### config.mk
export PLATFORM = sky130hd
export DESIGN_NAME = banked_memory
export DESIGN_NICKNAME = d
export VERILOG_FILES = /design/src/rtl/banked_mem_pkg.sv /design/src/rtl/banked_mem_rd_pipe.sv /design/src/rtl/banked_memory.sv
export SDC_FILE = /design/constraint.sdc
export NUM_CORES = 1
export LEC_CHECK = 0
export CORE_ASPECT_RATIO = 0.5
export CORE_UTILIZATION = 55
export CTS_BUF_LIST = sky130_fd_sc_hd__clkbuf_8
export DETAILED_ROUTE_END_ITERATION = 8
export HOLD_SLACK_MARGIN = 0.15
export PLACE_DENSITY_LB_ADDON = 0.12
export REMOVE_ABC_BUFFERS = 1
export SLEW_MARGIN = 5
export SYNTH_ARGS = -nofsm -noshare
export SYNTH_HDL_FRONTEND = slang
export SYNTH_SLANG_ARGS = --single-unit
### constraint.sdc
create_clock -name clk -period 4.39 [get_ports clk]
set_clock_uncertainty 0.2 [all_clocks]
set_input_delay 1.0975 -clock clk [delete_from_list [all_inputs] [get_ports clk]]
set_output_delay 1.0975 -clock clk [all_outputs]
set_load 0.05 [all_outputs]
### src/rtl/banked_mem_pkg.sv
// Shared types and helpers for the banked memory block.
//   state_t   : clear-sequencer states (CLEAR sweeps storage to zero, IDLE serves the bus)
//   bus_op_t  : read operation captured on a bus edge
//   bank_bits : bit width needed to hold a bank number
//   window_hit: address decode for a 2^size_bits aligned window
package banked_mem_pkg;

  typedef enum logic {CLEAR = 1'b0, IDLE = 1'b1} state_t;

  typedef enum logic [1:0] {
    OP_NONE   = 2'd0,
    OP_RD_MEM = 2'd1,
    OP_RD_REG = 2'd2
  } bus_op_t;

  function automatic int bank_bits(input int num_banks);
    return (num_banks > 1) ? $clog2(num_banks) : 1;
  endfunction

  // Compares everything above the in-window offset bits.
  function automatic logic window_hit(input logic [31:0] addr, input logic [31:0] base,
                                      input int size_bits);
    return (addr >> size_bits) == (base >> size_bits);
  endfunction

endpackage

### src/rtl/banked_mem_rd_pipe.sv
// Read-return pipe: STAGES-deep valid/data shift line with synchronous flush.
//   clk, flush            : clock and synchronous flush (clears all valids and data_out)
//   issue_vld, issue_data : read captured on this edge
//   data_oe, data_out     : delivery STAGES cycles after issue; data_out holds between deliveries
module banked_mem_rd_pipe #(
  parameter int DATA_W = 8,
  parameter int STAGES = 1
) (
  input  logic              clk,
  input  logic              flush,
  input  logic              issue_vld,
  input  logic [DATA_W-1:0] issue_data,
  output logic              data_oe,
  output logic [DATA_W-1:0] data_out
);

  logic [STAGES-1:0] vld_p;
  logic [DATA_W-1:0] dat_p [STAGES];

  always_ff @(posedge clk) begin
    if (flush) begin
      vld_p <= '0;
    end else begin
      vld_p[0] <= issue_vld;
      for (int s = 1; s < STAGES; s++) vld_p[s] <= vld_p[s-1];
    end
  end

  // Each stage only loads when a valid word moves into it, so the final
  // stage keeps the last delivered word while data_oe is low.
  always_ff @(posedge clk) begin
    if (issue_vld) dat_p[0] <= issue_data;
    for (int s = 1; s < STAGES; s++) begin
      if (vld_p[s-1]) dat_p[s] <= dat_p[s-1];
    end
    if (flush) dat_p[STAGES-1] <= '0;
  end

  assign data_oe  = vld_p[STAGES-1];
  assign data_out = dat_p[STAGES-1];

endmodule

### src/rtl/banked_memory.sv
// Bus-attached RAM with a bank-switched window.
// A 2^SIZE_BITS-word window at BASE_ADDR maps onto one of NUM_BANKS banks,
// selected by a register at BANK_REG_ADDR. After every reset a clear sweep
// zeroes all storage (busy=1) before the bus is served. Reads are pipelined
// with READ_LATENCY cycles from sample to data_oe.
// Ports:
//   clk, reset  : bus clock, synchronous active-high reset
//   addr        : bus address
//   data_in     : write data
//   rd, wr      : read / write strobes, sampled every posedge
//   data_out    : read data, meaningful while data_oe=1, otherwise holds
//   data_oe     : drive enable for the shared bus
//   busy        : clear sweep in progress
//   parity_err  : sticky parity error (only with BANKED_MEM_PARITY_EN)
// Build option: define BANKED_MEM_PARITY_EN to add per-word even parity.
module banked_memory
  import banked_mem_pkg::*;
#(
  parameter int                DATA_W        = 8,
  parameter int                ADDR_W        = 16,
  parameter int                SIZE_BITS     = 4,
  parameter logic [ADDR_W-1:0] BASE_ADDR     = 16'h5000,
  parameter int                NUM_BANKS     = 4,
  parameter logic [ADDR_W-1:0] BANK_REG_ADDR = 16'h5FFF,
  parameter int                READ_LATENCY  = 1
) (
  input  logic              clk,
  input  logic              reset,
  input  logic [ADDR_W-1:0] addr,
  input  logic [DATA_W-1:0] data_in,
  input  logic              rd,
  input  logic              wr,
  output logic [DATA_W-1:0] data_out,
  output logic              data_oe,
  output logic              busy
`ifdef BANKED_MEM_PARITY_EN
  ,
  output logic              parity_err
`endif
);

  localparam int BANK_BITS = bank_bits(NUM_BANKS);
  localparam int IDX_W     = BANK_BITS + SIZE_BITS;
  localparam int DEPTH     = NUM_BANKS << SIZE_BITS;
  localparam logic [IDX_W-1:0] LAST_IDX = IDX_W'(DEPTH - 1);
`ifdef BANKED_MEM_PARITY_EN
  localparam int PIPE_W = DATA_W + 1;
`else
  localparam int PIPE_W = DATA_W;
`endif

  state_t               state, state_nxt;
  logic [IDX_W-1:0]     clr_idx;
  logic [BANK_BITS-1:0] bank;
  logic                 win_hit, reg_hit;
  logic [IDX_W-1:0]     bus_idx;
  bus_op_t              op;
  logic                 bank_we, mem_we;
  logic [IDX_W-1:0]     mem_widx;
  logic [DATA_W-1:0]    mem_wdata;
  logic [DATA_W-1:0]    mem [DEPTH];
  logic [DATA_W-1:0]    rd_data;
  logic [PIPE_W-1:0]    pipe_din, pipe_dout;

  assign win_hit = window_hit(32'(addr), 32'(BASE_ADDR), SIZE_BITS);
  assign reg_hit = (addr == BANK_REG_ADDR);
  assign bus_idx = {bank, addr[SIZE_BITS-1:0]};

  always_ff @(posedge clk) begin
    if (reset) state <= CLEAR;
    else       state <= state_nxt;
  end

  always_comb begin
    state_nxt = state;
    case (state)
      CLEAR:   if (clr_idx == LAST_IDX) state_nxt = IDLE;
      IDLE:    state_nxt = IDLE;
      default: state_nxt = CLEAR;
    endcase
  end

  // The sweep owns the write port while clearing; bus strobes are dropped.
  // A write wins over a simultaneous read.
  always_comb begin
    busy      = 1'b0;
    mem_we    = 1'b0;
    mem_widx  = bus_idx;
    mem_wdata = data_in;
    bank_we   = 1'b0;
    op        = OP_NONE;
    case (state)
      CLEAR: begin
        busy      = 1'b1;
        mem_we    = 1'b1;
        mem_widx  = clr_idx;
        mem_wdata = '0;
      end
      IDLE: begin
        if (wr) begin
          mem_we  = win_hit;
          bank_we = reg_hit;
        end else if (rd) begin
          if (win_hit)      op = OP_RD_MEM;
          else if (reg_hit) op = OP_RD_REG;
        end
      end
      default: ;
    endcase
  end

  always_ff @(posedge clk) begin
    if (reset)                  clr_idx <= '0;
    else if (state == CLEAR)    clr_idx <= clr_idx + 1'b1;
  end

  // Upper data bits are discarded, so bank numbers wrap mod NUM_BANKS.
  always_ff @(posedge clk) begin
    if (reset)        bank <= '0;
    else if (bank_we) bank <= data_in[BANK_BITS-1:0];
  end

  always_ff @(posedge clk) begin
    if (mem_we) mem[mem_widx] <= mem_wdata;
  end

  assign rd_data = (op == OP_RD_REG) ? DATA_W'(bank) : mem[bus_idx];

`ifdef BANKED_MEM_PARITY_EN
  logic par_mem [DEPTH];
  logic par_bad, par_flag_out, perr_q;

  always_ff @(posedge clk) begin
    if (mem_we) par_mem[mem_widx] <= ^mem_wdata;
  end

  // Mismatch is judged at issue and travels with the word; only memory
  // reads are checked.
  assign par_bad  = (op == OP_RD_MEM) && ((^mem[bus_idx]) != par_mem[bus_idx]);
  assign pipe_din = {par_bad, rd_data};
  assign data_out = pipe_dout[DATA_W-1:0];
  assign par_flag_out = pipe_dout[DATA_W];
  assign parity_err   = perr_q | (data_oe & par_flag_out);

  always_ff @(posedge clk) begin
    if (reset) perr_q <= 1'b0;
    else       perr_q <= parity_err;
  end
`else
  assign pipe_din = rd_data;
  assign data_out = pipe_dout;
`endif

  // ---- read issue -> delivery pipe (READ_LATENCY stages) ----
  banked_mem_rd_pipe #(
    .DATA_W (PIPE_W),
    .STAGES (READ_LATENCY)
  ) u_rd_pipe (
    .clk        (clk),
    .flush      (reset),
    .issue_vld  (op != OP_NONE),
    .issue_data (pipe_din),
    .data_oe    (data_oe),
    .data_out   (pipe_dout)
  );

endmodule
### Word-level counts from Yosys, hierarchy flattened

Memory sizes are Yosys's and may differ from the RTL's.
Cells that the tools add are included.

* output and inout bits: 10
* word-level logic and storage cells: 34
* register bits: 10
* input bits: 28
* bits in writable memories: 520
* memories kept: 2

* eq/ne operators: 4
* muxes and demuxes: 21
* add/sub/neg operators: 1
* reductions and logical operators: 1
* bitwise operators: 1

Memories
* mem: depth 64, width 8, rd ports 1, clocked after memory_dff 0, write ports 1, line banked_memory.sv:61 `logic [DATA_W-1:0] mem [DEPTH];`
* u_rd_pipe.dat_p: depth 1, width 8, rd ports 1, clocked after memory_dff 0, write ports 2, line banked_mem_rd_pipe.sv:18 `logic [DATA_W-1:0] dat_p [STAGES];`

Operator list (number)
* == test 16 x 15 -> 1 bit (second input constant): 1
* two-way mux 8 bit: 2
* == test 12 x 11 -> 1 bit (second input constant): 1
* two-way mux 1 bit: 11
* two-way mux 2 bit: 5
* adder 6 x 1 -> 6 bit (second input constant): 1
* == test 6 bit (second input constant): 1
* two-way mux 6 bit: 1
* one-hot mux 1 bit (2 select lines): 2
* == test 2 bit (second input constant): 1
* nonzero test 2 bit: 1
* NOT 1 bit: 1

### Longest topological paths before layout

* depth in word-level cells: 9
* mapped depth: 9
* mapped depth without buffers: 6

### Hierarchy

From an unflattened synthesis, not the netlist that was laid out.

* cell total of the unflattened synthesis: 1082
* area total of the unflattened synthesis: 21205.3 sq um

By module, submodules not included
* banked_memory: seq. area each 15554.9 sq um, cells each 1054, area an instance 20892.5 sq um, times used 1
* banked_mem_rd_pipe: seq. area each 180.2 sq um, cells each 28, area an instance 312.8 sq um, times used 1

### Worst setup path after synthesis

OpenSTA, ideal clock, no wires.

* path kind: in2reg
* start: input addr[2]
* end: memory mem[10][0] (enable)
* path buffers: 4
* stages: 7
* data arrival time: 2.855 ns
* path slack: 0.964 ns
* setup time: 0.370 ns
* required time: 3.820 ns
* cell sequence: buf_2 > buf_4 > buf_4 > buf_2 > a21oi_1 > nand3_1 > nor2_1

* cells in the longest elaborated chain, start to end: 1

RTL lines
* start, declared: line banked_memory.sv:29 `input logic [ADDR_W-1:0] addr,`
* two-way mux 6 bit: line banked_memory.sv:92 `case (state)`
* end, declared: line banked_memory.sv:61

No other way between the ends.

### Final worst setup path

* start: input addr[12]
* end: memory mem[38][6] (enable)

* cells in the longest elaborated chain, start to end: 5

RTL lines
* == test 12 x 11 -> 1 bit: line banked_mem_pkg.sv:23 `return (addr >> size_bits) == (base >> size_bits);`
* two-way mux 1 bit: line banked_memory.sv:100 `if (wr) begin`
* one-hot mux 1 bit (2 select lines): line banked_memory.sv:92
* two-way mux 1 bit: line banked_memory.sv:124 `if (mem_we) mem[mem_widx] <= mem_wdata;`
* two-way mux 1 bit (not written as such): line banked_memory.sv:124

No other way between the ends.

==> results by group <==
Run status
  • Outcome: finished, final reports clean

Setup path
  • Critical-path cell list: clkdlybuf4s50_1 -> and4bb_1 -> nand2_1 -> o21ai_1 -> and3_1 -> nand2_1 -> nor2_1 -> buf_4
  • CP dominant cell by count: nand2_1
  • CP Capture Type: flip-flop
  • Critical path arrival: 3580 ps
  • Worst reg2reg setup slack: 1750 ps
  • Largest stage delay on the critical path: 610 ps
  • Critical path class: in -> reg
  • CP max stage cell: clkdlybuf4s50_1
  • Startpoint Class: primary input
  • Crit Path Max Fanout: 9
  • Required @ worst endpoint: 4510 ps
  • Reg-to-Reg Start: state
  • R2r endpoint: mem[9][5]
  • Reg2Reg Depth: 7

Logic synthesis
  • Synth warn: 0
  • Synthesized area: 20800 um^2
  • Mapped Cells: 1039
  • Number of synthesized flops with an enable pin: 512
  • Sequential fraction of the synthesis area: 0.7565
  • Post-synth ARST share: 0
  • FF+latch count, synth: 530
  • Post-synthesis cell type count: 49
  • Prevailing post-synth register cell: edfxtp_1
  • Mean post-synth cell area: 20.02 um^2

STA
  • Hold Violations, Final: 0
  • Slew Limit Headroom: 0.3589
  • Tmin final: 3458 ps
  • # setup viols final: 0
  • Setup tns final: 0 ps
  • Fmax: 289.2 MHz
  • Fin crit share: 0.7876
  • RSZ-0062 raised after global routing: no
  • Final Max Slew Viols: 0
  • Slew @ Worst Pin: 959.6 ps

Pwr
  • Power Density: 395.5 nW/um^2
  • Worst vdd ir: 0.2276 mV
  • Total power: 9423 uW
  • Leak: 0.008162 uW

Die
  • Core area: 36600 um^2
  • Rows: 49
  • # IOs: 38
  • Die W: 277.0 um
  • Initial core utilization: 0.5683
  • Die height: 139.5 um
  • Area of the die: 38650 um^2

Clocking
  • CTS root buf: clkbuf_8
  • Total setup buffers inserted after CTS: 0
  • CTS clk-pin slew, worst paths: 60 ps
  • H-Tree Depth: 3
  • Clock Path Buffers: 3
  • Clk sinks: 530
  • CTS tree: done
  • Worst skew pair latency: 610 ps
  • Post-cts hold buffer count: 0
  • CTS Buf Count: 72
  • Post-CTS Resized: 0

Place
  • Area after DPL: 22520 um^2
  • # port buffers: 37
  • Placed Cells: 1631
  • Detailed placer's ending HPWL: 33050 um
  • RePlAce Congestion: 0.9259

Final layout
  • Layout cells sized above 1: 0.2816
  • Final cell count without fillers: 1759
  • N_diodes: 0
  • Fin nets: 1250
  • Cell area after layout: 23820 um^2
  • Area Overhead vs Synth: 14.54%
  • FF+latch area: 15740 um^2
  • Area of the multi-input gates: 4783 um^2
  • Filler cells: 2502

GRT
  • Total grt overflow: 0
  • Vias in the first global route: 11170
  • GRT Util Overall: 0.2734
  • Largest net degree at the start of global routing: 65
  • Initial antenna violation count: 0
  • Wire length of the first global-routing pass: 74840 um

Min path
  • Hold Startpoint: u_rd_pipe.dat_p[0][3]
  • WHS Endpoint: u_rd_pipe.dat_p[0][3]
  • WHS Path Cells: 2
  • Worst min-delay path category: reg -> reg

Run
  • Max-cap viol count: 0

Routing
  • First-pass iteration count of the detailed router: 5
  • Via count: 11140
  • Final WL: 50610 um
  • Post-route ant nets: 0
  • Vias per inst: 6.330
  • DR iter-0 viols: 1564
  • Average wire per standard cell: 28.77 um
  • DRC violations left: 0
[report_power, final]
part,switching [uW],leakage [uW],internal [uW]
logic,252,0.00225,199
clock network,1780,0.000763,1690
registers,10.6,0.00515,5490
total,2050,0.00816,7380
[layer usage]
layer	vias to the layer above	wire, um	track usage
met2	567	21950	0.3787
met3	86	5285	0.07874
met5	-	0	0
met4	0	1285	0.08655
met1	5807	22090	0.4219
li1	4675	-	-
[cells in the mapped netlist, types with 4 or more instances]
| library cell | number | share of area |
|---|---|---|
| edfxtp_1 | 512 | 0.74 |
| mux4_2 | 129 | 0.14 |
| nor2_1 | 84 | 0.015 |
| nand2_1 | 37 | 0.0067 |
| nand3_1 | 31 | 0.0075 |
| buf_2 | 23 | 0.0055 |
| a22oi_1 | 19 | 0.0069 |
| mux2i_1 | 19 | 0.0091 |
| dfxtp_1 | 18 | 0.017 |
| nand4_1 | 14 | 0.0042 |
| o22ai_1 | 14 | 0.0042 |
| clkbuf_1 | 13 | 0.0023 |
| a21oi_1 | 12 | 0.0029 |
| buf_4 | 11 | 0.0040 |
| nor2b_1 | 11 | 0.0033 |
| and2_1 | 10 | 0.0030 |
| o21ai_1 | 6 | 0.0014 |
| o221ai_1 | 6 | 0.0025 |
| or3_1 | 6 | 0.0018 |
| nand3b_1 | 5 | 0.0018 |
| nor3_1 | 5 | 0.0012 |
| a32o_1 | 4 | 0.0019 |
[worst max-delay path, delay by kind of cell]
family / cells / cell delay [ps]
AOI/OAI and AO/OA: 1 / 440
buffers and inverters: 2 / 790
and+or+nand+nor: 5 / 1230
[cells by family (layout without fill, tap and decap cells)]
group / Yosys count / in the layout / share of synthesized area
mux: 151 / 151 / 0.1504
buf+inv: 55 / 291 / 0.01402
xor+xnor: 5 / 5 / 0.002106
compound gates: 79 / 79 / 0.02641
flops: 530 / 530 / 0.7565
fa+ha+maj: 1 / 1 / 0.0006014
simple gates: 218 / 218 / 0.04993
[state kept, by name (all words and copies together) (netlist names)]
register	flops
state	1
u_rd_pipe.dat_p	8
mem	512
u_rd_pipe.data_oe	1
clr_idx	6
bank	2
[how the worst max path moves through the flow]
stage	from	to	slack, ps	cells past startpoint
after floorplan	addr[4]	mem[33][0]	1180	6
after global placement	addr[12]	mem[38][5]	460	8
after detailed placement	addr[14]	mem[38][6]	400	8
after CTS	addr[14]	mem[38][6]	1040	8
after global routing	addr[4]	mem[38][6]	820	8
final	addr[12]	mem[38][6]	930	8
[through the flow]
stage          utilization  hold WS (ps)  setup WS [ps]
6_report            0.6509         273.7          932.4
3_5_place_dp        0.6153         270.3          397.6
2_1_floorplan            -         290.7           1176
5_1_grt             0.6509         306.7          821.5
4_1_cts             0.6509         280.0           1040
3_3_place_gp        0.6153         267.8          456.7
[layout by cell type, fill, tap and decap left out, types with 4 or more instances in the layout]
master,instances
and2_2,8
clkinv_1,16
nor2b_1,11
nand3b_1,5
or3_1,6
buf_12,8
o22ai_1,14
mux2i_1,19
mux4_2,129
a21oi_1,12
dfxtp_1,18
nand4_1,14
nand3_1,31
edfxtp_1,512
o21ai_1,6
clkbuf_8,81
clkinv_2,6
inv_1,25
a22oi_1,19
o221ai_1,6
clkdlybuf4s50_1,33
a32o_1,4
nor3_1,5
nand2_1,37
nor2_1,84
buf_4,117
[area by class of cell]
cell class	count	share of cell area
clock inverters	47	0.007930
flip-flops and latches	530	0.6605
multi-input cells	454	0.2008
repair buffers	160	0.05814
clock buffers	81	0.04679
inverters	3	0.0004727
well taps	484	0.02542
Power figures use the tool's default switching activity.
